`config.mk`:
```
export PLATFORM = sky130hd
export DESIGN_NAME = conditional_unit_vec
export DESIGN_NICKNAME = d
export VERILOG_FILES = /design/src/rtl/conditional_unit_vec.sv
export SDC_FILE = /design/constraint.sdc
export NUM_CORES = 1
export LEC_CHECK = 0
export ABC_AREA = 1
export CAP_MARGIN = 20
export CORE_MARGIN = 8
export CORE_UTILIZATION = 49
export CTS_CLUSTER_SIZE = 14
export DETAILED_ROUTE_END_ITERATION = 8
export PLACE_DENSITY = 0.88
export SYNTH_ARGS = -nofsm -noshare
export SYNTH_HDL_FRONTEND = slang
export SYNTH_SLANG_ARGS = --single-unit
```
`constraint.sdc`:
```
create_clock -name clk -period 4.56 [get_ports clk]
set_input_delay 0.912 -clock clk [delete_from_list [all_inputs] [get_ports clk]]
set_output_delay 0.912 -clock clk [all_outputs]
set_load 0.1 [all_outputs]
```
`src/rtl/conditional_unit_vec.sv`:
```
// Purpose : per-lane ARM condition evaluation, NZCV flag registers, and the E->M control register.
// Latency : CondExE/BranchTakenE combinational (0 cycles); M-stage controls and flags 1 cycle.
// Backpressure: stall_i holds the M register and blocks flag writes; flush_i clears M (wins over stall).
//
// Ports:
//   clk, rst          rising-edge clock, asynchronous active-low reset
//   stall_i, flush_i  pipeline hold / kill of the instruction in E
//   valid_e, vec_mode, br_reduce, lane_mask_e   instruction qualifiers and lane control
//   PCSrcE, RegWriteE, MemWriteE, BranchE, FlagWriteE, CondE   decoded controls from E
//   ALUFlags          per-lane NZCV from the ALU, lane i at [4i+3:4i]
//   FlagsQ            registered per-lane NZCV, same packing
//   CondExE, BranchTakenE   combinational per-lane condition result and branch decision
//   lane_en_m, PCSrcM, RegWriteM, MemWriteM, valid_m   registered M-stage controls
module conditional_unit_vec #(
  parameter int unsigned LANES    = 4,
  parameter logic [3:0]  FLAG_RST = 4'b0000
) (
  input  logic                 clk,
  input  logic                 rst,
  input  logic                 stall_i,
  input  logic                 flush_i,
  input  logic                 valid_e,
  input  logic                 vec_mode,
  input  logic                 br_reduce,
  input  logic                 PCSrcE,
  input  logic                 RegWriteE,
  input  logic                 MemWriteE,
  input  logic                 BranchE,
  input  logic [1:0]           FlagWriteE,
  input  logic [3:0]           CondE,
  input  logic [LANES-1:0]     lane_mask_e,
  input  logic [4*LANES-1:0]   ALUFlags,
  output logic [4*LANES-1:0]   FlagsQ,
  output logic [LANES-1:0]     CondExE,
  output logic                 BranchTakenE,
  output logic [LANES-1:0]     lane_en_m,
  output logic                 PCSrcM,
  output logic                 RegWriteM,
  output logic                 MemWriteM,
  output logic                 valid_m
);

  localparam logic [3:0] CC_EQ = 4'h0;
  localparam logic [3:0] CC_NE = 4'h1;
  localparam logic [3:0] CC_CS = 4'h2;
  localparam logic [3:0] CC_CC = 4'h3;
  localparam logic [3:0] CC_MI = 4'h4;
  localparam logic [3:0] CC_PL = 4'h5;
  localparam logic [3:0] CC_VS = 4'h6;
  localparam logic [3:0] CC_VC = 4'h7;
  localparam logic [3:0] CC_HI = 4'h8;
  localparam logic [3:0] CC_LS = 4'h9;
  localparam logic [3:0] CC_GE = 4'hA;
  localparam logic [3:0] CC_LT = 4'hB;
  localparam logic [3:0] CC_GT = 4'hC;
  localparam logic [3:0] CC_LE = 4'hD;
  localparam logic [3:0] CC_AL = 4'hE;

  // Flag order inside a lane nibble is {N,Z,C,V}.
  function automatic logic cond_eval(input logic [3:0] cond, input logic [3:0] nzcv);
    logic n, z, c, v;
    logic res;
    n = nzcv[3];
    z = nzcv[2];
    c = nzcv[1];
    v = nzcv[0];
    case (cond)
      CC_EQ:   res = z;
      CC_NE:   res = ~z;
      CC_CS:   res = c;
      CC_CC:   res = ~c;
      CC_MI:   res = n;
      CC_PL:   res = ~n;
      CC_VS:   res = v;
      CC_VC:   res = ~v;
      CC_HI:   res = c & ~z;
      CC_LS:   res = ~c | z;
      CC_GE:   res = (n == v);
      CC_LT:   res = (n != v);
      CC_GT:   res = ~z & (n == v);
      CC_LE:   res = z | (n != v);
      CC_AL:   res = 1'b1;
      default: res = 1'b0; // 4'hF is reserved and never executes
    endcase
    return res;
  endfunction

  logic [LANES-1:0][3:0] flags_q, flags_d;
  logic [LANES-1:0][3:0] alu_l;
  logic [LANES-1:0]      lane_act;
  logic [LANES-1:0]      lane_en_m_q, lane_en_m_d;
  logic                  pcsrc_m_q, pcsrc_m_d;
  logic                  regwrite_m_q, regwrite_m_d;
  logic                  memwrite_m_q, memwrite_m_d;
  logic                  valid_m_q, valid_m_d;
  logic                  vec_eff;
  logic                  any_act;
  logic                  all_act;
  logic                  red;
  logic                  wr_ok;

  assign alu_l = ALUFlags;

  // A single-lane build has nothing to vectorise, so it always runs the scalar rules.
  assign vec_eff = vec_mode & (LANES > 1);

  always_comb begin
    CondExE  = '0;
    lane_act = '0;
    for (int i = 0; i < LANES; i++) begin
      CondExE[i] = cond_eval(CondE, flags_q[i]);
      if (vec_eff) begin
        lane_act[i] = valid_e & lane_mask_e[i] & CondExE[i];
      end else if (i == 0) begin
        lane_act[i] = valid_e & CondExE[i];
      end
    end
  end

  // ALL-reduction only looks at masked lanes; an empty mask must not count as "all true".
  always_comb begin
    any_act = |lane_act;
    all_act = (|lane_mask_e) & (&(lane_act | ~lane_mask_e));
    if (!vec_eff) begin
      red = CondExE[0];
    end else if (br_reduce) begin
      red = all_act;
    end else begin
      red = any_act;
    end
    BranchTakenE = BranchE & valid_e & ~flush_i & red;
  end

  // NZ and CV groups are written independently; a stalled or flushed instruction never commits flags.
  always_comb begin
    wr_ok   = ~stall_i & ~flush_i;
    flags_d = flags_q;
    for (int i = 0; i < LANES; i++) begin
      if (FlagWriteE[1] & lane_act[i] & wr_ok) begin
        flags_d[i][3:2] = alu_l[i][3:2];
      end
      if (FlagWriteE[0] & lane_act[i] & wr_ok) begin
        flags_d[i][1:0] = alu_l[i][1:0];
      end
    end
  end

  // M-stage next state: flush clears, stall holds, otherwise capture the gated controls.
  always_comb begin
    lane_en_m_d  = lane_en_m_q;
    pcsrc_m_d    = pcsrc_m_q;
    regwrite_m_d = regwrite_m_q;
    memwrite_m_d = memwrite_m_q;
    valid_m_d    = valid_m_q;
    if (flush_i) begin
      lane_en_m_d  = '0;
      pcsrc_m_d    = 1'b0;
      regwrite_m_d = 1'b0;
      memwrite_m_d = 1'b0;
      valid_m_d    = 1'b0;
    end else if (!stall_i) begin
      lane_en_m_d  = lane_act;
      pcsrc_m_d    = PCSrcE & (vec_eff ? red : lane_act[0]);
      regwrite_m_d = RegWriteE & any_act;
      memwrite_m_d = MemWriteE & any_act;
      valid_m_d    = valid_e;
    end
  end

  always_ff @(posedge clk or negedge rst) begin
    if (!rst) begin
      flags_q      <= {LANES{FLAG_RST}};
      lane_en_m_q  <= '0;
      pcsrc_m_q    <= 1'b0;
      regwrite_m_q <= 1'b0;
      memwrite_m_q <= 1'b0;
      valid_m_q    <= 1'b0;
    end else begin
      flags_q      <= flags_d;
      lane_en_m_q  <= lane_en_m_d;
      pcsrc_m_q    <= pcsrc_m_d;
      regwrite_m_q <= regwrite_m_d;
      memwrite_m_q <= memwrite_m_d;
      valid_m_q    <= valid_m_d;
    end
  end

  assign FlagsQ    = flags_q;
  assign lane_en_m = lane_en_m_q;
  assign PCSrcM    = pcsrc_m_q;
  assign RegWriteM = regwrite_m_q;
  assign MemWriteM = memwrite_m_q;
  assign valid_m   = valid_m_q;

endmodule

```
==> summary.txt <==
Clock network
  • CTS max path bufs: 2
  • CTS Sinks: 24
  • Post_cts resized: 0
  • Clock latency on the worst-skew pair: 0.27 ns
  • CTS tree: done
  • Hold-fix buffers, CTS: 0
  • CTS H-Tree Depth: 1
  • CTS Buf Count: 3
  • Clock root buffer: clkbuf_8
  • Reg clk slew, reported paths: 0.08 ns
  • Post-CTS setup buffer count: 0

Global route
  • Initial antenna violation count: 0
  • Largest net degree at the start of global routing: 25
  • GRT Max-Usage Layer: met2
  • GRT met2 Usage: 34.47%
  • Vias in the first global route: 2150
  • Met3 usage: 4.442%
  • Global-route met1 utilization: 26.08%
  • GRT Overall Usage: 20.40%
  • Grt ovf: 0
  • First-pass GRT wire length: 10.41 mm

Logic synthesis
  • Synth top area cells: dfrtp_1, nand2_1, inv_1, nor2_1, nand3_1
  • Yosys warning total: 0
  • Leading area contributor after synthesis: dfrtp_1
  • Post-synth EDFFs: 0
  • Cells after Synth: 306
  • Syn_nets: 343
  • Synth cell count leaders: nand2_1, inv_1, nor2_1
  • Synthesized area per cell: 6.240 um2
  • Sequential share of the synthesized area: 31.45%
  • Async SR Flop Fraction: 100.0%
  • Netlist cell types: 23
  • Yosys top cell area share: 31.45%
  • Dominant cell by count in the synthesized netlist: nand2_1
  • Synth Flop Type: dfrtp_1
  • Mapped Area: 1909 um2
  • Yosys reg bits: 24

Critical path
  • Crit Path Class: in -> out
  • R2R Path End: PCSrcM$_DFFE_PN0P_
  • Most common cell on crit path: nand3_1
  • CP top delay family: buffers and inverters
  • Critical Path Slowest Stage Cell: clkdlybuf4s50_1
  • Critical path buffer and inverter count: 4
  • CP cell instances: clkdlybuf4s50_1 > inv_2 > nor2_2 > buf_4 > nand3_1 > nand3_1 > nor2_1 > nand3_2 > nand2_2 > nand2_1 > nand4_1 > a21oi_2 > buf_12
  • CP Launch Type: input port
  • R2R depth: 15
  • Crit-path max FO: 6
  • Critical Path RT: 3.65 ns
  • Slowest stage delay, CP: 0.62 ns
  • WP data arrival: 3.25 ns
  • CP Capture Type: output port
  • Worst R2R Setup Slack: 2.59 ns
  • Reg2reg start: FlagsQ[0]$_DFFE_PN0P_

Floorplan
  • Die height: 78.42 um
  • Boundary Pins: 66
  • Core region area: 3716 um2
  • Initial Utilization: 51.38%
  • Die X: 78.42 um
  • Die area: 6150 um2
  • Row cnt: 22

Timing
  • Max Clock Freq: 240.2 MHz
  • Tcrit/Tclk final: 91.30%
  • Max_slew headroom: 33.61%
  • Clock Skew: 0.001857 ns
  • Worst-margin pin slew: 0.9927 ns
  • Fin. Hold Viols: 0
  • Endpoints failing setup: 0
  • Hold Slack: 0.4979 ns
  • Fin crit period: 4.163 ns
  • Final setup TNS: 0 ns
  • RSZ-0062 raised after global routing: no
  • Final Max Slew Viols: 0

Place
  • Port bufs: 65
  • Hpwl dp: 5.015 mm
  • Post-placement cell area: 2633 um2
  • GP Congestion: 0.9529

Route
  • Drt pass-1 iters: 4
  • Via density: 5.189
  • Via count: 2195
  • DR iter-0 viols: 176
  • Detail Route Antenna Nets: 0
  • DRC viols: 0
  • WL per Instance: 14.91 um
  • Post-Route WL: 6.309 mm

Outcome
  • Status: finished, final reports clean

Flow run
  • Max Cap Viol: 0

Power and ir drop
  • Max IR drop VDD: 0.4374 mV
  • Overall Power: 1338 uW
  • PwrDens: 495.4 nW/um2
  • Static leakage: 0.001321 uW

Finish
  • Area growth syn-to-layout: 41.48%
  • Layout cells sized above 1: 14.93%
  • Layout Nets: 414
  • Final Cell Area: 2701 um2
  • Ant diodes: 0
  • Final Util: 72.69%

Worst hold path
  • Min-Delay Path Depth: 2
  • Hold Crit Start: lane_en_m[3]$_DFFE_PN0P_
  • Hold Path End: lane_en_m[3]$_DFFE_PN0P_
  • Hold/Removal Path Class: reg -> reg
worst min-delay path, stage by stage (launching register included):
cell	delay, ns
dfrtp_1	0.36
nand2_1	0.06
nand2_1	0.06
routing by layer:
metal  routed length, um  share of wire, %
met1                2674                42
met3                 509               8.1
met4                 106               1.7
met5                   0                 0
met2                3018                48
kinds of logic (layout without fill, tap and decap cells):
| group | count (synthesis) | count (layout) | synth area share [%] |
|---|---|---|---|
| flip-flops | 24 | 24 | 31.45 |
| AO/OA/AOI/OAI | 31 | 31 | 8.847 |
| AND/OR/NAND/NOR | 205 | 205 | 49.35 |
| XOR/XNOR | 2 | 2 | 0.9176 |
| buffers and inverters | 44 | 113 | 9.436 |
state kept, by name (all words and copies together), names as in the netlist:
name,flops
PCSrcM,1
RegWriteM,1
lane_en_m,4
valid_m,1
FlagsQ,16
MemWriteM,1
metrics by stage:
step / setup WS [ns] / cells
2_1_floorplan: 0.2991 / 306
3_3_place_gp: 0.4689 / 419
3_5_place_dp: 0.4765 / 419
4_1_cts: 0.4342 / 422
5_1_grt: 0.2721 / 423
6_report: 0.3966 / 423
layout by cell type (no fill, tap or decap):
cell             count
nand2_1            110
clkdlybuf4s50_1     60
inv_1               34
nor2_1              33
dfrtp_1             24
nand3_1             24
nand2_2             14
o21ai_0             13
nor2_2              12
a21oi_1             10
inv_2                7
buf_4                6
nor2_4               5
nand4_1              3
nand3_2              3
o21ai_1              3
clkbuf_8             3
buf_12               2
o21ai_2              1
xor2_1               1
xnor2_1              1
o211ai_1             1
nand3_4              1
o41ai_1              1
o2111ai_1            1
a21oi_2              1
buf_16               1
where the power goes:
part,switching (uW),internal (uW)
Combinational,672,218
Clock,69.3,59.3
Sequential,59.2,260
how the worst max path moves through the flow:
stage               slack, ns            to  depth (start not counted)     start
finish                   0.40  BranchTakenE                         13  CondE[2]
global route             0.27  BranchTakenE                         13  CondE[2]
floorplan                0.30  BranchTakenE                         14  CondE[3]
CTS                      0.43  BranchTakenE                         13  CondE[2]
global placement         0.47  BranchTakenE                         17  CondE[2]
detailed placement       0.48  BranchTakenE                         17  CondE[2]
area by class of cell:
class,instances,area [um2]
multi-input cells,238,1132
fillers,319,1015
repair buffers,69,713.2
flip-flops and latches,24,600.6
inverters,41,153.9
well taps,48,60.06
clock buffers,3,41.29
Note: power is estimated with default switching activity, not from simulation.
